===== config.mk =====
export PLATFORM = sky130hd
export DESIGN_NAME = pcm_i2s_tx_flat
export DESIGN_NICKNAME = d
export VERILOG_FILES = /design/src/rtl/deci_pkg.sv /design/src/rtl/pcm_i2s_tx_if.sv /design/src/rtl/pcm_round_sat.sv /design/src/rtl/pcm_i2s_tx.sv /design/src/flat_wrapper.sv
export SDC_FILE = /design/constraint.sdc
export NUM_CORES = 1
export LEC_CHECK = 0
export CORE_MARGIN = 1
export CORE_UTILIZATION = 40
export DETAILED_ROUTE_END_ITERATION = 16
export MAX_ROUTING_LAYER = met4
export PLACE_DENSITY = 0.67
export SYNTH_ARGS = -nofsm -noshare
export SYNTH_HDL_FRONTEND = slang
export SYNTH_SLANG_ARGS = --single-unit

===== constraint.sdc =====
create_clock -name deci_bck -period 10.9 [get_ports deci_bck]
set_input_delay 2.18 -clock deci_bck [delete_from_list [all_inputs] [get_ports deci_bck]]
set_output_delay 2.18 -clock deci_bck [all_outputs]
set_load 0.005 [all_outputs]

===== src/rtl/deci_pkg.sv =====
// rtl/deci_pkg.sv - shared constants and types for the decimator output path
package deci_pkg;

    localparam int PCM_IN_W   = 32;
    localparam int DEF_DATA_W = 24;
    localparam int DEF_SLOT_W = 32;
    localparam int FIFO_DEPTH = 2;

    typedef struct packed {
        logic [PCM_IN_W-1:0] left;
        logic [PCM_IN_W-1:0] right;
    } pcm_pair_t;

endpackage


===== src/rtl/pcm_i2s_tx_if.sv =====
// rtl/pcm_i2s_tx_if.sv - sample pair handshake between decimator and I2S transmitter
interface pcm_i2s_tx_if;
    import deci_pkg::*;

    logic [PCM_IN_W-1:0] pcm_left;
    logic [PCM_IN_W-1:0] pcm_right;
    logic                in_valid;
    logic                in_ready;

    modport master (
        output pcm_left,
        output pcm_right,
        output in_valid,
        input  in_ready
    );

    modport slave (
        input  pcm_left,
        input  pcm_right,
        input  in_valid,
        output in_ready
    );

endinterface


===== src/rtl/pcm_round_sat.sv =====
// rtl/pcm_round_sat.sv - gain, round-half-up and saturate one 32-bit sample to DATA_W bits
module pcm_round_sat
    import deci_pkg::*;
#(
    parameter int DATA_W     = DEF_DATA_W,
    parameter int GAIN_SHIFT = 0
) (
    input  logic [PCM_IN_W-1:0] sample,
    output logic [DATA_W-1:0]   word
);

    localparam int ACC_W   = 40;
    localparam int RND_POS = (DATA_W < PCM_IN_W) ? (PCM_IN_W - 1 - DATA_W) : 0;
    localparam logic signed [ACC_W-1:0] RND   = (DATA_W < PCM_IN_W) ? (ACC_W'(1) << RND_POS) : '0;
    localparam logic signed [ACC_W-1:0] MAX_P = (ACC_W'(1) << (PCM_IN_W - 1)) - ACC_W'(1);
    localparam logic signed [ACC_W-1:0] MIN_N = -(ACC_W'(1) << (PCM_IN_W - 1));

    logic signed [ACC_W-1:0] ext;
    logic signed [ACC_W-1:0] acc;

    // 40 bits leave headroom for the largest gain, so the clamp sees the true value
    always_comb begin
        ext = {{(ACC_W - PCM_IN_W){sample[PCM_IN_W-1]}}, sample};
        acc = (ext <<< GAIN_SHIFT) + RND;
        if (acc > MAX_P) begin
            word = {1'b0, {(DATA_W - 1){1'b1}}};
        end else if (acc < MIN_N) begin
            word = {1'b1, {(DATA_W - 1){1'b0}}};
        end else begin
            word = acc[PCM_IN_W-1 -: DATA_W];
        end
    end

endmodule


===== src/rtl/pcm_i2s_tx.sv =====
// rtl/pcm_i2s_tx.sv - two-pair input FIFO and I2S serializer clocked by the bit clock
module pcm_i2s_tx
    import deci_pkg::*;
#(
    parameter int DATA_W     = DEF_DATA_W,
    parameter int SLOT_W     = DEF_SLOT_W,
    parameter int GAIN_SHIFT = 0
) (
    input  logic         deci_bck,
    input  logic         reset,
    pcm_i2s_tx_if.slave  pcm,
    input  logic         clear_flags,
    output logic         sdata,
    output logic         lrck,
    output logic         underrun,
    output logic         overflow
);

    localparam int FRAME = 2 * SLOT_W;
    localparam int CW    = $clog2(FRAME);
    localparam int IW    = $clog2(DATA_W);
    localparam int PW    = $clog2(FIFO_DEPTH);
    localparam int OW    = $clog2(FIFO_DEPTH + 1);
    localparam logic [CW-1:0] LAST = CW'(FRAME - 1);

    logic [CW-1:0]     cnt;
    logic [CW-1:0]     cnt_next;
    int                pos;
    logic              sdata_next;
    logic              lrck_next;

    pcm_pair_t         fifo_mem [FIFO_DEPTH];
    pcm_pair_t         head;
    logic [PW-1:0]     wr_ptr;
    logic [PW-1:0]     rd_ptr;
    logic [OW-1:0]     occ;
    logic [OW-1:0]     occ_next;
    logic              full;
    logic              empty;
    logic              boundary;
    logic              push;
    logic              pop;

    logic [DATA_W-1:0] conv_left;
    logic [DATA_W-1:0] conv_right;
    logic [DATA_W-1:0] tx_left;
    logic [DATA_W-1:0] tx_right;

    assign full         = (occ == OW'(FIFO_DEPTH));
    assign empty        = (occ == '0);
    assign boundary     = (cnt == LAST);
    assign push         = pcm.in_valid && !full;
    assign pop          = boundary && !empty;
    assign pcm.in_ready = !full;
    assign head         = fifo_mem[rd_ptr];

    pcm_round_sat #(.DATA_W(DATA_W), .GAIN_SHIFT(GAIN_SHIFT)) u_rs_left (
        .sample (head.left),
        .word   (conv_left)
    );

    pcm_round_sat #(.DATA_W(DATA_W), .GAIN_SHIFT(GAIN_SHIFT)) u_rs_right (
        .sample (head.right),
        .word   (conv_right)
    );

    // Output bits are chosen from the count they will be shown at; count 0 still
    // reads the previous right word, which is why the wrapped LSB survives the pop.
    always_comb begin
        cnt_next   = boundary ? '0 : cnt + 1'b1;
        pos        = int'(cnt_next);
        lrck_next  = (pos >= SLOT_W);
        sdata_next = 1'b0;
        if ((pos >= 1) && (pos <= DATA_W)) begin
            sdata_next = tx_left[IW'(DATA_W - pos)];
        end else if ((pos >= SLOT_W + 1) && (pos <= SLOT_W + DATA_W)) begin
            sdata_next = tx_right[IW'(SLOT_W + DATA_W - pos)];
        end else if ((pos == 0) && (SLOT_W == DATA_W)) begin
            sdata_next = tx_right[0];
        end

        occ_next = occ;
        case ({push, pop})
            2'b10:   occ_next = occ + 1'b1;
            2'b01:   occ_next = occ - 1'b1;
            default: occ_next = occ;
        endcase
    end

    always_ff @(posedge deci_bck) begin
        if (reset) begin
            cnt      <= '0;
            wr_ptr   <= '0;
            rd_ptr   <= '0;
            occ      <= '0;
            tx_left  <= '0;
            tx_right <= '0;
            sdata    <= 1'b0;
            lrck     <= 1'b0;
            underrun <= 1'b0;
            overflow <= 1'b0;
        end else begin
            cnt   <= cnt_next;
            sdata <= sdata_next;
            lrck  <= lrck_next;
            occ   <= occ_next;
            if (push) begin
                wr_ptr <= wr_ptr + 1'b1;
            end
            // With nothing queued the previous pair simply stays in place and repeats
            if (pop) begin
                rd_ptr   <= rd_ptr + 1'b1;
                tx_left  <= conv_left;
                tx_right <= conv_right;
            end
            underrun <= (boundary && empty) || (underrun && !clear_flags);
            overflow <= (pcm.in_valid && full) || (overflow && !clear_flags);
        end
    end

    always_ff @(posedge deci_bck) begin
        if (push) begin
            fifo_mem[wr_ptr] <= {pcm.pcm_left, pcm.pcm_right};
        end
    end

endmodule


===== src/flat_wrapper.sv =====
// flat-port wrapper written by rule: the top's interface ports become plain ports
module pcm_i2s_tx_flat import deci_pkg::*;
#(
    parameter int DATA_W     = DEF_DATA_W,
    parameter int SLOT_W     = DEF_SLOT_W,
    parameter int GAIN_SHIFT = 0
)
  (deci_bck, reset, clear_flags, sdata, lrck, underrun, overflow, pcm_pcm_left, pcm_pcm_right, pcm_in_valid, pcm_in_ready);
  pcm_i2s_tx_if pcm_i ();
  input  logic deci_bck;
  input  logic reset;
  input  logic clear_flags;
  output logic sdata;
  output logic lrck;
  output logic underrun;
  output logic overflow;
  input wire logic [$bits(pcm_i.pcm_left)-1:0] pcm_pcm_left;
  input wire logic [$bits(pcm_i.pcm_right)-1:0] pcm_pcm_right;
  input wire logic [$bits(pcm_i.in_valid)-1:0] pcm_in_valid;
  output wire logic [$bits(pcm_i.in_ready)-1:0] pcm_in_ready;
  assign pcm_i.pcm_left = pcm_pcm_left;
  assign pcm_i.pcm_right = pcm_pcm_right;
  assign pcm_i.in_valid = pcm_in_valid;
  assign pcm_in_ready = pcm_i.in_ready;
  pcm_i2s_tx #(.DATA_W(DATA_W), .SLOT_W(SLOT_W), .GAIN_SHIFT(GAIN_SHIFT)) u_core (.deci_bck(deci_bck), .reset(reset), .pcm(pcm_i), .clear_flags(clear_flags), .sdata(sdata), .lrck(lrck), .underrun(underrun), .overflow(overflow));
endmodule

### After elaboration in Yosys (flattened, before gate mapping)

Memory sizes are Yosys's and may differ from the RTL's. A register that Yosys moved wholly into a read port is not among the register bits.
Index checks and enable logic that the tools add are counted.

* bits in registers: 62
* RAM bits: 128
* logic and storage cells: 68
* memories kept: 1

Memory list
* u_core.fifo_mem: depth 2, width 64, rd ports 1, clocked after memory_dff 1, wr ports 1, line pcm_i2s_tx.sv:32 `pcm_pair_t fifo_mem [FIFO_DEPTH];`

* add/subtract/negate cells: 9
* magnitude comparators: 11
* equality and inequality tests: 4
* mux-type cells: 18
* reductions and logical operators: 15

Operators by type and width (count)
* 24-bit two-way mux: 4
* 32-bit by 9-bit adder with 33-bit output, second input constant: 2
* 33-bit by 32-bit > comparator with 1-bit output, second input constant: 2
* 33-bit by 32-bit less-than comparator with 1-bit output, second input constant: 2
* 5-bit by 7-bit less-than comparator with 1-bit output, second input constant: 2
* 6-bit >= comparator, second input constant: 2
* 1-bit binary-select mux with 5-bit select: 2
* 1-bit two-way mux: 10
* 5-bit subtractor, first input constant: 2
* 1-bit logical AND: 8
* 6-bit by 1-bit adder with 6-bit output, second input constant: 1
* 6-bit == test, second input constant: 1
* 6-bit by 1-bit >= comparator with 1-bit output, second input constant: 1
* 6-bit by 5-bit <= comparator with 1-bit output, second input constant: 1
* 6-bit <= comparator, second input constant: 1
* 6-bit two-way mux: 1
* 2-bit == test, second input constant: 2
* 2-bit case mux with 2 select lines: 1
* 1-bit zero test: 3
* 1-bit adder, second input constant: 2
* 2-bit by 1-bit adder with 2-bit output, second input constant: 1
* 2-bit by 1-bit == test with 1-bit output, second input constant: 1
* 2-bit zero test: 1
* 1-bit logical OR: 2
* other kinds (2): 2

### Depth between registers and ports, before layout

* depth in word-level cells: 8
* gate-level depth with buffers: 16

### Hierarchy

From an unflattened synthesis, not the netlist that was laid out.

* cells, all modules: 901
* area, all modules: 9611.7 um^2

Modules (own cells, without submodules)
* pcm_i2s_tx: instances 1, cells each 597, area each 7749.9 um^2, seq. area each 5104.9 um^2
* pcm_round_sat (u_core.u_rs_right): instances 1, cells each 162, area each 979.7 um^2, seq. area each 0.0 um^2
* pcm_round_sat (u_core.u_rs_left): instances 1, cells each 142, area each 882.1 um^2, seq. area each 0.0 um^2

### Worst setup path after synthesis

Ideal clock, no wire load.

* path type: input to register
* start: input port pcm_in_valid
* end: memory u_core.fifo_mem[0][0] (netlist name) (enable)
* library setup time: 0.486 ns
* arrival time: 4.948 ns
* required time: 10.414 ns
* setup slack: 5.465 ns
* stages on the path: 2
* buffers on the path: 0
* path through: nand2_1 nor2_1

* longest elaborated chain between the ends: 3

Ends and longest elaborated chain
* start: declaration: line flat_wrapper.sv:19 `input wire logic [$bits(pcm_i.in_valid)-1:0] pcm_in_valid;`
* 1-bit logical AND: line pcm_i2s_tx.sv:52 `assign push = pcm.in_valid && !full;`
* 1-bit two-way mux: line pcm_i2s_tx.sv:122 `if (push) begin`
* 1-bit two-way mux (implied by the code): line pcm_i2s_tx.sv:123 `fifo_mem[wr_ptr] <= {pcm.pcm_left, pcm.pcm_right};`
* end: declaration: line pcm_i2s_tx.sv:32

No other way between the ends.

==> metrics.md <==
| Metric | Value |
|---|---|
| Synth area leader | edfxtp_1 |
| Max-Cap Viols | 0 |
| Slew margin rel. | 38.7% |
| Clk slew on worst S/H paths | 0.08 ns |
| CTS Buf Count | 17 |
| Initial Utilization | 40.8% |
| IO buf count | 72 |
| ANT cells | 0 |
| Synth area leaders | edfxtp_1 42%, dfxtp_1 13%, mux2i_1 5.2%, a211oi_1 3.3%, nor2_1 3.1% |
| Leak | about 0.0034 µW |
| Commonest cells in the netlist | 128 x edfxtp_1, 76 x nor2_1, 62 x dfxtp_1, 48 x mux2i_1, 48 x nand2_1 |
| # Post-CTS Setup Buffers | 0 |
| Fillers | 2048 |
| Vias in the first global route | 6043 |
| GR Overflow Total | 0 |
| Largest net degree at the start of global routing | 65 |
| CTS Buffer Depth | 2 |
| CP max stage delay | between 0.7 and 0.8 ns |
| Slew @ Worst Pin | 0.920 ns |
| Achievable frequency | 247 MHz |
| Worst Reg-to-Reg Cells | 10 |
| Most common flop cell mapped by yosys | edfxtp_1 |
| Slowest CP cell | dfxtp_4 |
| Required @ worst endpoint | 11.20 ns |
| Setup-failing EPs final | 0 |
| Hold Slack | between 0.4 and 0.5 ns |
| Crit path capture | u_core.tx_left[16]$_SDFFE_PP0P_ |
| Worst-path fanout max | 60 |
| Core Region | 22600 µm² |
| Hold Fails Final Rpt | 0 |
| Reg2Reg Setup Slack | 6.85 ns |
| Clk sink count | 190 |
| Post-Route WL | 19000 µm |
| Crit path DAT | 4.35 ns |
| Synth warn | 0 |
| Async S/R FF share, synth | 0% |
| Setup Crit Path Kind | flip-flop to flip-flop |
| Post-route minimum period | 4.05 ns |
| Max IR drop VDD | between 0.0001 and 0.00015 V |
| Iter 0 DRT Violations | about 440 |
| Die area | 23700 µm² |
| DPL Wire Length | between 10000 and 15000 µm |
| Startpoint Class | flip-flop |
| Slew Viols, Final | 0 |
| Mean Syn Cell Area | 11.8 µm² |
| Die span in x | 154 µm |
| Crit share post-route | 37.1% |
| Nets | between 900 and 1000 |
| P&R area growth vs syn | 15.8% |
| Most common cell in the netlist | edfxtp_1 |
| Hold path depth | 2 |
| GRT Util Overall | 17.1% |
| Buf+Inv Stages, Crit Path | 1 |
| Share of cells above drive strength 1 | just under 9% |
| Crit. path cell count | 10 |
| Outcome | complete, no violations |
| Share of the synthesized area in the top cell type | 41.7% |
| Residual DRC | 0 |
| Clk root buf | clkbuf_16 |
| Post-synth EDFFs | 128 |
| TritonRoute pass-1 iters | 5 |
| Critical-path cell list | buf_4 > mux2_2 > ha_1 > nand4_1 > a21oi_2 > and4_1 > or3_1 > o21ba_1 > o31a_1 > nor3_2 |
| Kind of end point of the critical path | flip-flop |
| Reg2reg end | u_core.tx_left[16]$_SDFFE_PP0P_ |
| Hold-fix buffers at CTS | 0 |
| TritonCTS clock tree | yes |
| Worst path top cell family by delay | compound AO/OA/AOI/OAI gates |
| Unrepaired setup endpoints after global routing | false |
| Die Y-Extent | 154 µm |
| GPL Wtd Cong | 0.847 |
| Hold Crit Class | flip-flop to flip-flop |
| CTS H-tree depth | 4 |
| Worst skew pair latency | ~0.44 ns |
| Net Count, Synth | around 860 |
| DRT antenna net count | 0 |
| Global-route wire length before repair | 31000 µm |
| Row Count | 55 |
| Total I/O pin count | 73 |
| Synth Register Bits | 190 |
| Post-Syn Area | approximately 9000 µm² |
| Via count | 6329 |
| Seq/Total Area, Yosys | 55.1% |
| Skew final | 0.00932 ns |
| Final setup TNS | 0 ns |
| Synth unique cells | 75 |
| Via density per instance | 5.55 |
| Post-cts gate resize count | 0 |
| Util after Layout | 47.2% |
| Initial antenna violation count | 0 |
| Post-synthesis cell count | between 700 and 800 |
| Cell Pwr Density | 149 nW/µm² |
| DR WL/cell | 16.7 µm |
-- how the worst min path moves through the flow --
stage,from,endpoint,slack [ns]
6_report,u_core.tx_right[23]$_SDFFE_PP0P_,u_core.tx_right[23]$_SDFFE_PP0P_,0.47
5_1_grt,u_core.tx_right[23]$_SDFFE_PP0P_,u_core.tx_right[23]$_SDFFE_PP0P_,0.50
4_1_cts,u_core.tx_right[23]$_SDFFE_PP0P_,u_core.tx_right[23]$_SDFFE_PP0P_,0.47
3_5_place_dp,u_core.tx_right[23]$_SDFFE_PP0P_,u_core.tx_right[23]$_SDFFE_PP0P_,0.45
3_3_place_gp,u_core.tx_right[23]$_SDFFE_PP0P_,u_core.tx_right[23]$_SDFFE_PP0P_,0.44
2_1_floorplan,u_core.tx_right[23]$_SDFFE_PP0P_,u_core.tx_right[23]$_SDFFE_PP0P_,0.43
-- per-layer routing --
| metal | global-route usage, % | vias to the layer above | routed length (µm) | part of all wire, % |
|---|---|---|---|---|
| met5 | - | - | 0 | 0 |
| met4 | 5.52 | 0 | 294 | 1.5 |
| met3 | 3.13 | 25 | 656 | 3.4 |
| met2 | 25.8 | 130 | 8720 | 46 |
| met1 | 23.3 | 3053 | 9370 | 49 |
| li1 | - | 3121 | - | - |
-- where the power goes --
| part | internal, µW | switching, µW | total, µW |
|---|---|---|---|
| clock | 305 | 300 | 604 |
| combinational | 62.2 | 84.1 | 146 |
| sequential | 815 | 24.5 | 840 |
-- area by class of cell --
type                            count  area [µm²]  share of cell area [%]
Timing Repair Buffer               78         761                    7.12
Clock buffer                       17         425                    3.98
Inverter                           17        63.8                   0.597
Tap cell                          285         357                    3.34
Clock inverter                     15         145                    1.36
Multi-Input combinational cell    538        3840                    36.0
Sequential cell                   190        5090                    47.6
-- per-stage QoR --
step	instance area, µm²	cells	worst slack [ns]	power (µW)
3_5_place_dp	10100	1108	6.79	1000
5_1_grt	10700	1140	6.46	1650
2_1_floorplan	9230	785	5.47	940
4_1_cts	10700	1140	6.84	1600
6_report	10700	1140	6.85	1590
3_3_place_gp	10100	1108	6.82	1000
-- logic make-up after synthesis --
group	after synthesis	synth area share, %
compound gates	140	11.7
simple gates	273	15.9
buf+inv	57	3.31
mux	64	7.89
fa+ha+maj	8	1.08
xor+xnor	53	5.03
flops	190	55.1
-- layout by cell type (no fill, tap or decap), types with 4 or more instances in the layout --
| cell type | synthesis | layout |
|---|---|---|
| dfxtp_1 | 62 | 61 |
| inv_1 | 16 | 16 |
| xor2_1 | 27 | 27 |
| a32o_1 | 4 | 4 |
| inv_8 | 0 | 6 |
| o21ai_0 | 14 | 14 |
| edfxtp_1 | 128 | 128 |
| and2_1 | 5 | 5 |
| nand2_1 | 48 | 48 |
| clkdlybuf4s50_1 | 0 | 71 |
| mux2_2 | 10 | 10 |
| mux2i_1 | 48 | 48 |
| nor3_1 | 6 | 6 |
| a21oi_1 | 17 | 17 |
| nand2b_1 | 6 | 6 |
| o31ai_1 | 5 | 5 |
| and4_1 | 4 | 4 |
| a2111oi_0 | 5 | 5 |
| a22oi_1 | 4 | 4 |
| nor2_1 | 76 | 75 |
| and3_1 | 9 | 8 |
| or3_1 | 4 | 4 |
| ha_1 | 8 | 8 |
| nand4_1 | 35 | 35 |
| clkbuf_16 | 0 | 17 |
| nand3b_1 | 17 | 17 |
| a211oi_1 | 40 | 40 |
| nor2b_1 | 7 | 7 |
| o22ai_1 | 4 | 4 |
| nand3_1 | 31 | 31 |
| nand4b_1 | 11 | 11 |
| mux4_2 | 6 | 6 |
| buf_4 | 4 | 6 |
| xnor2_1 | 26 | 26 |
-- worst reg2reg max path, stage by stage (launching register included) --
cell and delay (ns):
dfxtp_4 0.75, buf_4 0.65, mux2_2 0.31, ha_1 0.20, nand4_1 0.21, a21oi_2 0.41, and4_1 0.28, or3_1 0.13
o21ba_1 0.66, o31a_1 0.27, nor3_2 0.05
-- registers in the layout, summed over array words and instances, names as in the netlist, named ones only --
name,count
u_core.cnt,6
u_core.overflow,1
u_core.sdata,1
u_core.fifo_mem,128
u_core.tx_right,24
u_core.tx_left,24
u_core.underrun,1
u_core.occ,2
u_core.wr_ptr,1
u_core.rd_ptr,1
Power figures use the tool's default switching activity.
